`src/rtl/regfile_sb_if.sv`:
```
// Bus bundle between the ID/WB stages and regfile_sb: read ports, writeback, issue/scoreboard and CSR access.
interface regfile_sb_if #(
  parameter int XLEN  = 32,
  parameter int NREGS = 32,
  parameter int NRD   = 2,
  parameter int NCSR  = 4
);
  localparam int AW = $clog2(NREGS);
  localparam int CW = (NCSR > 1) ? $clog2(NCSR) : 1;

  logic [NRD*AW-1:0]   ra;
  logic [NRD*XLEN-1:0] rd;
  logic [NRD-1:0]      busy;
  logic                we;
  logic [AW-1:0]       wa;
  logic [XLEN-1:0]     wd;
  logic                iss_valid;
  logic [AW-1:0]       iss_rd;
  logic                flush;
  logic [AW:0]         n_pending;
  logic                csr_we;
  logic [1:0]          csr_op;
  logic [CW-1:0]       csr_addr;
  logic [XLEN-1:0]     csr_wdata;
  logic [XLEN-1:0]     csr_rdata;

  modport master (
    output ra, we, wa, wd, iss_valid, iss_rd, flush, csr_we, csr_op, csr_addr, csr_wdata,
    input  rd, busy, n_pending, csr_rdata
  );

  modport slave (
    input  ra, we, wa, wd, iss_valid, iss_rd, flush, csr_we, csr_op, csr_addr, csr_wdata,
    output rd, busy, n_pending, csr_rdata
  );
endinterface

```
`src/rtl/regfile_sb.sv`:
```
// Integer register file with pending-write scoreboard and a small CSR bank.
// Define REGFILE_SB_FWD_EN to enable same-cycle write-through bypass on the read ports.
module regfile_sb #(
  parameter int XLEN  = 32,
  parameter int NREGS = 32,
  parameter int NRD   = 2,
  parameter int NCSR  = 4
) (
  input logic         clk,
  input logic         rst,
  regfile_sb_if.slave bus
);
  localparam int AW = $clog2(NREGS);
  localparam int CW = (NCSR > 1) ? $clog2(NCSR) : 1;

  logic [XLEN-1:0]  regs [NREGS];
  logic [XLEN-1:0]  csr  [NCSR];
  logic [NREGS-1:0] pend;
  logic [NREGS-1:0] pend_nx;
  logic             csr_hit;
  logic [XLEN-1:0]  csr_cur;

  function automatic logic [AW:0] popcount(input logic [NREGS-1:0] v);
    logic [AW:0] cnt;
    cnt = '0;
    for (int i = 0; i < NREGS; i++) cnt = cnt + (AW+1)'(v[i]);
    return cnt;
  endfunction

  function automatic logic [XLEN-1:0] csr_apply(input logic [XLEN-1:0] cur,
                                                input logic [XLEN-1:0] opnd,
                                                input logic [1:0]      op);
    case (op)
      2'b00:   return opnd;
      2'b01:   return cur | opnd;
      2'b10:   return cur & ~opnd;
      default: return cur;
    endcase
  endfunction

  always_ff @(posedge clk or negedge rst) begin
    if (!rst) begin
      for (int i = 0; i < NREGS; i++) regs[i] <= '0;
    end else if (bus.we && (bus.wa != '0)) begin
      regs[bus.wa] <= bus.wd;
    end
  end

  // Issue wins over flush, which wins over writeback: a new producer owns the register.
  always_comb begin
    pend_nx = pend;
    if (bus.we) pend_nx[bus.wa] = 1'b0;
    if (bus.flush) pend_nx = '0;
    if (bus.iss_valid && (bus.iss_rd != '0)) pend_nx[bus.iss_rd] = 1'b1;
    pend_nx[0] = 1'b0;
  end

  always_ff @(posedge clk or negedge rst) begin
    if (!rst) begin
      pend          <= '0;
      bus.n_pending <= '0;
    end else begin
      pend          <= pend_nx;
      bus.n_pending <= popcount(pend_nx);
    end
  end

  assign csr_hit       = (32'(bus.csr_addr) < NCSR);
  assign csr_cur       = csr_hit ? csr[bus.csr_addr] : '0;
  assign bus.csr_rdata = csr_cur;

  always_ff @(posedge clk or negedge rst) begin
    if (!rst) begin
      for (int i = 0; i < NCSR; i++) csr[i] <= '0;
    end else if (bus.csr_we && csr_hit) begin
      csr[bus.csr_addr] <= csr_apply(csr_cur, bus.csr_wdata, bus.csr_op);
    end
  end

  for (genvar k = 0; k < NRD; k++) begin : g_rd
    logic [AW-1:0] a;
    logic          hit;
    assign a = bus.ra[k*AW +: AW];
`ifdef REGFILE_SB_FWD_EN
    assign hit = bus.we && (bus.wa == a) && (a != '0);
`else
    assign hit = 1'b0;
`endif
    assign bus.rd[k*XLEN +: XLEN] = (a == '0) ? '0 : (hit ? bus.wd : regs[a]);
    assign bus.busy[k]            = pend[a] & ~hit;
  end
endmodule

```
`src/flat_wrapper.sv`:
```
// flat-port wrapper written by rule: the top's interface ports become plain ports
module regfile_sb_flat 
#(
  parameter int XLEN  = 32,
  parameter int NREGS = 32,
  parameter int NRD   = 2,
  parameter int NCSR  = 4
)
  (clk, rst, bus_ra, bus_we, bus_wa, bus_wd, bus_iss_valid, bus_iss_rd, bus_flush, bus_csr_we, bus_csr_op, bus_csr_addr, bus_csr_wdata, bus_rd, bus_busy, bus_n_pending, bus_csr_rdata);
  regfile_sb_if #(.XLEN(XLEN), .NREGS(NREGS), .NRD(NRD), .NCSR(NCSR)) bus_i ();
  input logic clk;
  input logic rst;
  input wire logic [$bits(bus_i.ra)-1:0] bus_ra;
  input wire logic [$bits(bus_i.we)-1:0] bus_we;
  input wire logic [$bits(bus_i.wa)-1:0] bus_wa;
  input wire logic [$bits(bus_i.wd)-1:0] bus_wd;
  input wire logic [$bits(bus_i.iss_valid)-1:0] bus_iss_valid;
  input wire logic [$bits(bus_i.iss_rd)-1:0] bus_iss_rd;
  input wire logic [$bits(bus_i.flush)-1:0] bus_flush;
  input wire logic [$bits(bus_i.csr_we)-1:0] bus_csr_we;
  input wire logic [$bits(bus_i.csr_op)-1:0] bus_csr_op;
  input wire logic [$bits(bus_i.csr_addr)-1:0] bus_csr_addr;
  input wire logic [$bits(bus_i.csr_wdata)-1:0] bus_csr_wdata;
  output wire logic [$bits(bus_i.rd)-1:0] bus_rd;
  output wire logic [$bits(bus_i.busy)-1:0] bus_busy;
  output wire logic [$bits(bus_i.n_pending)-1:0] bus_n_pending;
  output wire logic [$bits(bus_i.csr_rdata)-1:0] bus_csr_rdata;
  assign bus_i.ra = bus_ra;
  assign bus_i.we = bus_we;
  assign bus_i.wa = bus_wa;
  assign bus_i.wd = bus_wd;
  assign bus_i.iss_valid = bus_iss_valid;
  assign bus_i.iss_rd = bus_iss_rd;
  assign bus_i.flush = bus_flush;
  assign bus_i.csr_we = bus_csr_we;
  assign bus_i.csr_op = bus_csr_op;
  assign bus_i.csr_addr = bus_csr_addr;
  assign bus_i.csr_wdata = bus_csr_wdata;
  assign bus_rd = bus_i.rd;
  assign bus_busy = bus_i.busy;
  assign bus_n_pending = bus_i.n_pending;
  assign bus_csr_rdata = bus_i.csr_rdata;
  regfile_sb #(.XLEN(XLEN), .NREGS(NREGS), .NRD(NRD), .NCSR(NCSR)) u_core (.clk(clk), .rst(rst), .bus(bus_i));
endmodule
```
`config.mk`:
```
export PLATFORM = sky130hd
export DESIGN_NAME = regfile_sb_flat
export DESIGN_NICKNAME = d
export VERILOG_FILES = /design/src/rtl/regfile_sb_if.sv /design/src/rtl/regfile_sb.sv /design/src/flat_wrapper.sv
export SDC_FILE = /design/constraint.sdc
export NUM_CORES = 2
export LEC_CHECK = 0
export CAP_MARGIN = 20
export CORE_MARGIN = 1.5
export CORE_UTILIZATION = 45
export CTS_BUF_LIST = sky130_fd_sc_hd__clkbuf_8
export DETAILED_ROUTE_END_ITERATION = 10
export GPL_ROUTABILITY_DRIVEN = 0
export HOLD_SLACK_MARGIN = 0.02
export PLACE_DENSITY = 0.7
export SKIP_LAST_GASP = 1
export SLEW_MARGIN = 20
export SYNTH_ARGS = -nofsm -noshare
export SYNTH_HDL_FRONTEND = slang
export SYNTH_SLANG_ARGS = --single-unit
```
`constraint.sdc`:
```
create_clock -name clk -period 6.1 [get_ports clk]
set_clock_uncertainty 0.15 [all_clocks]
set_input_delay 0.61 -clock clk [delete_from_list [all_inputs] [get_ports clk]]
set_output_delay 0.61 -clock clk [all_outputs]
set_load 0.05 [all_outputs]
```
**Word level (Yosys, flattened, before mapping)**

Index checks and enable logic that the tools add are counted.

- Reduce and logical (&&, ||, !) cells: 11
- Bitwise operators: 10
- Divide/modulo/power cells: 0
- Magnitude comparators: 12
- $mul: 0
- Eq/ne operators: 2
- $add $sub $neg: 30
- Mux-type cells: 30
- Shifts and indexed selects: 0

Operators with widths:

| cell | count |
|---|---|
| $bwmux W1024 | 1 |
| $mux W32 | 14 |
| $bmux W32 S5 | 2 |
| $add A6 B1 Y6 | 29 |
| $demux W32 S5 | 1 |
| $bwmux W128 | 1 |
| $pmux W32 S3 | 1 |
| $and A32 B32 Y32 | 2 |
| $bmux W32 S2 | 1 |
| $demux W32 S2 | 1 |
| $not A32 Y32 | 2 |
| $or A32 B32 Y32 | 2 |
| $lt A5 B6 Y1 const B | 4 |
| $ge A6 B6 Y1 const B | 3 |
| $not A5 Y6 | 3 |
| $bmux W1 S5 | 2 |
| $demux W1 S5 | 2 |
| $ge A5 B1 Y1 const B | 2 |
| $logic_not A5 Y1 | 2 |
| $reduce_bool A5 Y1 | 2 |
| $logic_and A1 B1 Y1 | 6 |
| $lt A6 B1 Y1 const B | 1 |
| $mux W1 | 4 |
| $ge A3 B3 Y1 const B | 1 |
| other kinds (6) | 6 |

- Latch bits: 0
- Output and inout port bits: 104
- Memories: 0
- Input port bits: 94
- Register bits: 1189
- RAM bits: 0
- Bits in read-only memories: 0

**Longest topological paths before layout**

- Word-level depth: 40
- Depth in mapped cells: 23
- Depth with buffers taken out: 20

**Worst setup path before layout**

OpenSTA, ideal clock, no wires.

- Path type: input-to-reg
- Start point: input bus_wa[0]
- End point: register u_core.bus.n_pending[4]
- Stages: 23
- Required time: 5827 ps
- Library setup time: 123 ps
- Path slack: -197 ps
- Data arrival time: 6024 ps
- Cell sequence: clkbuf_1 -> nand3b_1 -> or4_1 -> clkbuf_1 -> buf_2 -> nand3_1 -> o21ai_0 -> ha_1 -> fa_1 -> fa_1 -> fa_1 -> fa_1 -> inv_1 -> fa_1 -> fa_1 -> inv_1 -> ha_1 -> inv_1 -> fa_1 -> inv_1 -> a21o_1 -> a21oi_1 -> xnor2_1

- Word-level cells in the longest chain between the ends: 40

Ends and longest elaborated chain:

| element | RTL line | source |
|---|---|---|
| start, declared | flat_wrapper.sv:15 | `input wire logic [$bits(bus_i.wa)-1:0] bus_wa;` |
| $lt A5 B6 Y1 (not written as such) or $ge A5 B1 Y1 (tied branches) | regfile_sb.sv:52 | `if (bus.we) pend_nx[bus.wa] = 1'b0;` |
| $logic_and A1 B1 Y1 (not written as such) | regfile_sb.sv:52 |  |
| $mux W1 (not written as such) | regfile_sb.sv:52 |  |
| $demux W1 S5 * | -- |  |
| $not A32 Y32 (no line) * | -- |  |
| $and A32 B32 Y32 (no line) * | -- |  |
| $mux W32 * | regfile_sb.sv:52 |  |
| $mux W32 * | regfile_sb.sv:53 | `if (bus.flush) pend_nx = '0;` |
| $or A32 B32 Y32 (no line) | -- |  |
| $mux W32 * | regfile_sb.sv:54 | `if (bus.iss_valid && (bus.iss_rd != '0)) pend_nx[bus.iss_rd] = 1'b1;` |
| named net u_core.pend_nx[2] | regfile_sb.sv:19 | `logic [NREGS-1:0] pend_nx;` |
| $add A1 B1 Y2 * | regfile_sb.sv:26 | `for (int i = 0; i < NREGS; i++) cnt = cnt + (AW+1)'(v[i]);` |
| $add A6 B1 Y6 * (29 in a row) | regfile_sb.sv:26 |  |
| end signal, assigned | regfile_sb.sv:64 | `bus.n_pending <= popcount(pend_nx);` |
| end, declared | regfile_sb_if.sv:34 | `output rd, busy, n_pending, csr_rdata` |

The timed path passes the listed nets; every way through them passes the cells marked *.
A chain may end at the register's enable or synchronous reset.

**Final worst setup path**

- Start point: input bus_wa[2]
- End point: register u_core.bus.n_pending[4]

The elaborated chain is that of the path after synthesis.

==> flow_summary.yaml <==
worst_hold_path:
  holdCritPathClass: "in2async"
floorplanning:
  core_um2: 138000
  start_util_pct: 45.5
  dieWidth_um: 377
  ios: 198
  rows: 136
  fp.dieH_um: 377
  die_area_um2: 142000
logic_synthesis:
  synth_edf_count: 0
  synth_ff_type: "dfrtp_1"
  syn_inst: 4396
  synth_area_um2: 62800
  syn_area_per_cell_um2: 14.3
  yosysMostFrequentCell: "dfrtp_1"
  ys_seq_area_share_pct: 47.4
  synth_async_sr_flop_share_pct: 100
  yosysTopAreaCellShare_pct: 47.4
  yosys.area.top_type: "dfrtp_1"
  synthDistinctLibCells: 51
  ys_ff_latch: 1189
  synth_common_cells: "1,189 x dfrtp_1, 1,024 x mux2_2, 498 x mux4_2, 292 x clkbuf_1, 216 x o21ai_0"
  syn_nets: 4522
  synth_warnings: 0
  synth.area.top_cells: "dfrtp_1 47%, mux2_2 18%, mux4_2 18%"
global_routing:
  grt_usage_pct: 26.8
  gr-total-overflow: 0
  met2_usage_pct: 41.7
  grt_pass1_wl_um: 283000
  antenna_found_initial: 11
  grt.busiest_layer: "met2"
  grt_util_met1_pct: 36.3
  grtUsageMet3_pct: 5.91
  grt_max_degree: 160
  grt_pass1_vias: 43000
place:
  hpwl_um: 107000
  place_area_um2: 66900
  placedCellCount: 6145
  port_buffers: 197
cells_and_area:
  design_area_um2: 71100
  fin_util_pct: 51.5
  areaGrowthSynthToFinish_pct: 13.2
  drive_above_1_share_pct: 45.0
  nets: 4611
  finalNonFillerCells: 6511
clocking:
  worstSkewPairLatency_ns: 0.91
  cts-resized-gates: 0
  clock_sinks: 1189
  htree_levels: 4
  cts-root-buf: "clkbuf_8"
  numCtsBuffers: 199
  post-cts-setup-buffers: 0
  cts_buffer_depth: 3
  path_clk_slew_ns: 0.06
  cts_tree: "yes"
worst_setup_path:
  timing.critical_path.to_type: "flop"
  cp.required_ns: 6.80
  crit_arrival_ns: 6.27
  cpPeakStageDelay_ns: 0.54
  slowest_stage: "or4_4"
  crit_top_cell: "fa_1"
  worst-path-max-fanout: 10
  worstSetupStartpointType: "input pin"
  crit_chain: "clkdlybuf4s50_1 -> buf_12 -> or4_4 -> nand3_1 -> o21ai_0 -> ha_1 -> fa_1 -> fa_1 -> fa_1 -> fa_1 -> inv_1 -> fa_1 -> fa_1 -> inv_1 -> ha_1 -> inv_1 -> fa_2 -> inv_1 -> a21o_1 -> a21oi_1 -> xnor2_1"
  crit_type: "in2reg"
sta:
  tns_ns: 0
  finalSetupViolCount: 0
  rsz0062_at_grt: "false"
  worstMarginPinSlew_ns: 1.17
  period_share_pct: 91.4
  clock.fmax_mhz: 179
  finalCriticalPeriod_ns: 5.57
  slew_violations: 0
  finalHoldViolations: 0
  relSlewSlack_pct: 21.4
drt:
  viasPerCell: 6.38
  drt_wl_total_um: 189000
  drtPass1Iterations: 7
  drtIter0Drc: 3875
  post_drt_wl_per_cell_um: 29.0
  drc: 0
  vias: 41500
  postRouteAntennaNets: 0
pwr:
  peakVddDrop_mv: 0.192
  power_mw: 22.9
  power_density_nw_per_um2: 323
  p_leak_nw: 30.7
run:
  max_cap_viol_count: 0
status:
  status: "finished, final reports clean"
## timing repair
| item | CTS | global route |
|---|---|---|
| hold endpoints to repair | 65 | 0 |
| hold buffers | 1 | 0 |
| setup endpoints to repair | 0 | 0 |
## layout by cell type, fill, tap and decap left out, types with 5 or more instances in the layout
| master | synthesis | layout |
|---|---|---|
| dfrtp_1 | 1189 | 1189 |
| mux2_2 | 1024 | 1024 |
| mux4_2 | 498 | 498 |
| clkbuf_8 | 0 | 267 |
| o21ai_0 | 216 | 216 |
| buf_4 | 12 | 168 |
| clkdlybuf4s50_1 | 0 | 167 |
| nand2_1 | 147 | 141 |
| mux2i_1 | 130 | 130 |
| inv_1 | 57 | 108 |
| a22oi_1 | 96 | 96 |
| nor2b_1 | 71 | 67 |
| a211oi_1 | 64 | 64 |
| a311oi_1 | 64 | 64 |
| a221oi_1 | 46 | 46 |
| nor2_1 | 54 | 40 |
| a21oi_1 | 34 | 34 |
| mux2_1 | 34 | 34 |
| o21bai_1 | 32 | 32 |
| clkinv_2 | 0 | 22 |
| fa_1 | 23 | 22 |
| buf_12 | 0 | 22 |
| nor2_4 | 0 | 18 |
| o2111ai_1 | 18 | 18 |
| nand3_1 | 16 | 15 |
| buf_2 | 163 | 14 |
| o32ai_1 | 13 | 13 |
| nand3b_1 | 9 | 9 |
| ha_1 | 9 | 9 |
| diode_2 | 0 | 6 |
| buf_8 | 0 | 6 |
| nor3b_1 | 6 | 5 |
| inv_6 | 0 | 5 |
| bufinv_16 | 0 | 5 |
## critical path, delay by kind of cell
kind	cells	cell delay, ns
fa+ha+maj	9	3.57
compound gates	3	0.45
xor+xnor	1	0.15
simple gates	2	0.64
buf+inv	6	0.84
## per-layer routing
layer,vias up,wire length (um)
met5,-,12
met4,2,7730
met3,417,15600
met2,1859,88600
met1,22200,76900
li1,17000,-
## cells by family (layout without fill, tap and decap cells)
group,after synthesis,after routing,synth area share [%]
AO/OA/AOI/OAI,601,601,6.49
XOR/XNOR,3,3,0.0418
adder cells (fa/ha/maj),32,32,0.912
buffers and inverters,550,796,3.73
flip-flops,1189,1189,47.4
multiplexers,1686,1686,38.9
other,0,6,0
AND/OR/NAND/NOR,335,335,2.57
## cell type report
type | instances | area, um^2
inverter | 58 | 224
timing repair buffer | 380 | 3570
clock inverter | 91 | 576
sequential | 1189 | 29800
tap | 1863 | 2330
antenna | 6 | 15.0
fill | 11500 | 66900
clock buffer | 267 | 3670
multi-input combinational | 2657 | 31000
## worst paths after layout
check / start / endpoint / slack [ns] / depth (start not counted)
max: bus_wa[2] / u_core.bus.n_pending[4] / 0.53 / 21
min: rst / u_core.csr[125] / 0.17 / 2
max reg2reg: u_core.pend[29] / u_core.bus.n_pending[4] / 0.73 / 19
min reg2reg: u_core.regs[1009] / u_core.regs[1009] / 0.24 / 0
max in group asynchronous: rst / u_core.regs[644] / 4.23 / 3
min in group clk: bus_wd[3] / u_core.regs[899] / 0.17 / 2
## state kept, by name, summed over array words and instances (netlist names)
signal                flops
u_core.bus.n_pending      6
u_core.csr              128
u_core.pend              31
u_core.regs            1024
## through the flow
step / setup slack, ns / hold WS, ns
final: 0.525 / 0.168
after global routing: 0.337 / 0.153
after CTS: 0.573 / 0.110
after detailed placement: -0.417 / 0.233
after global placement: -0.407 / 0.228
after floorplan: -0.0625 / 0.164
## power breakdown
part	switching [mW]	internal, mW	leakage, nW	total, mW
Clock	3.36	4.11	2.40	7.47
Sequential	1.02	9.38	15.2	10.4
Combinational	2.29	2.77	13.0	5.07
Power figures use the tool's default switching activity.
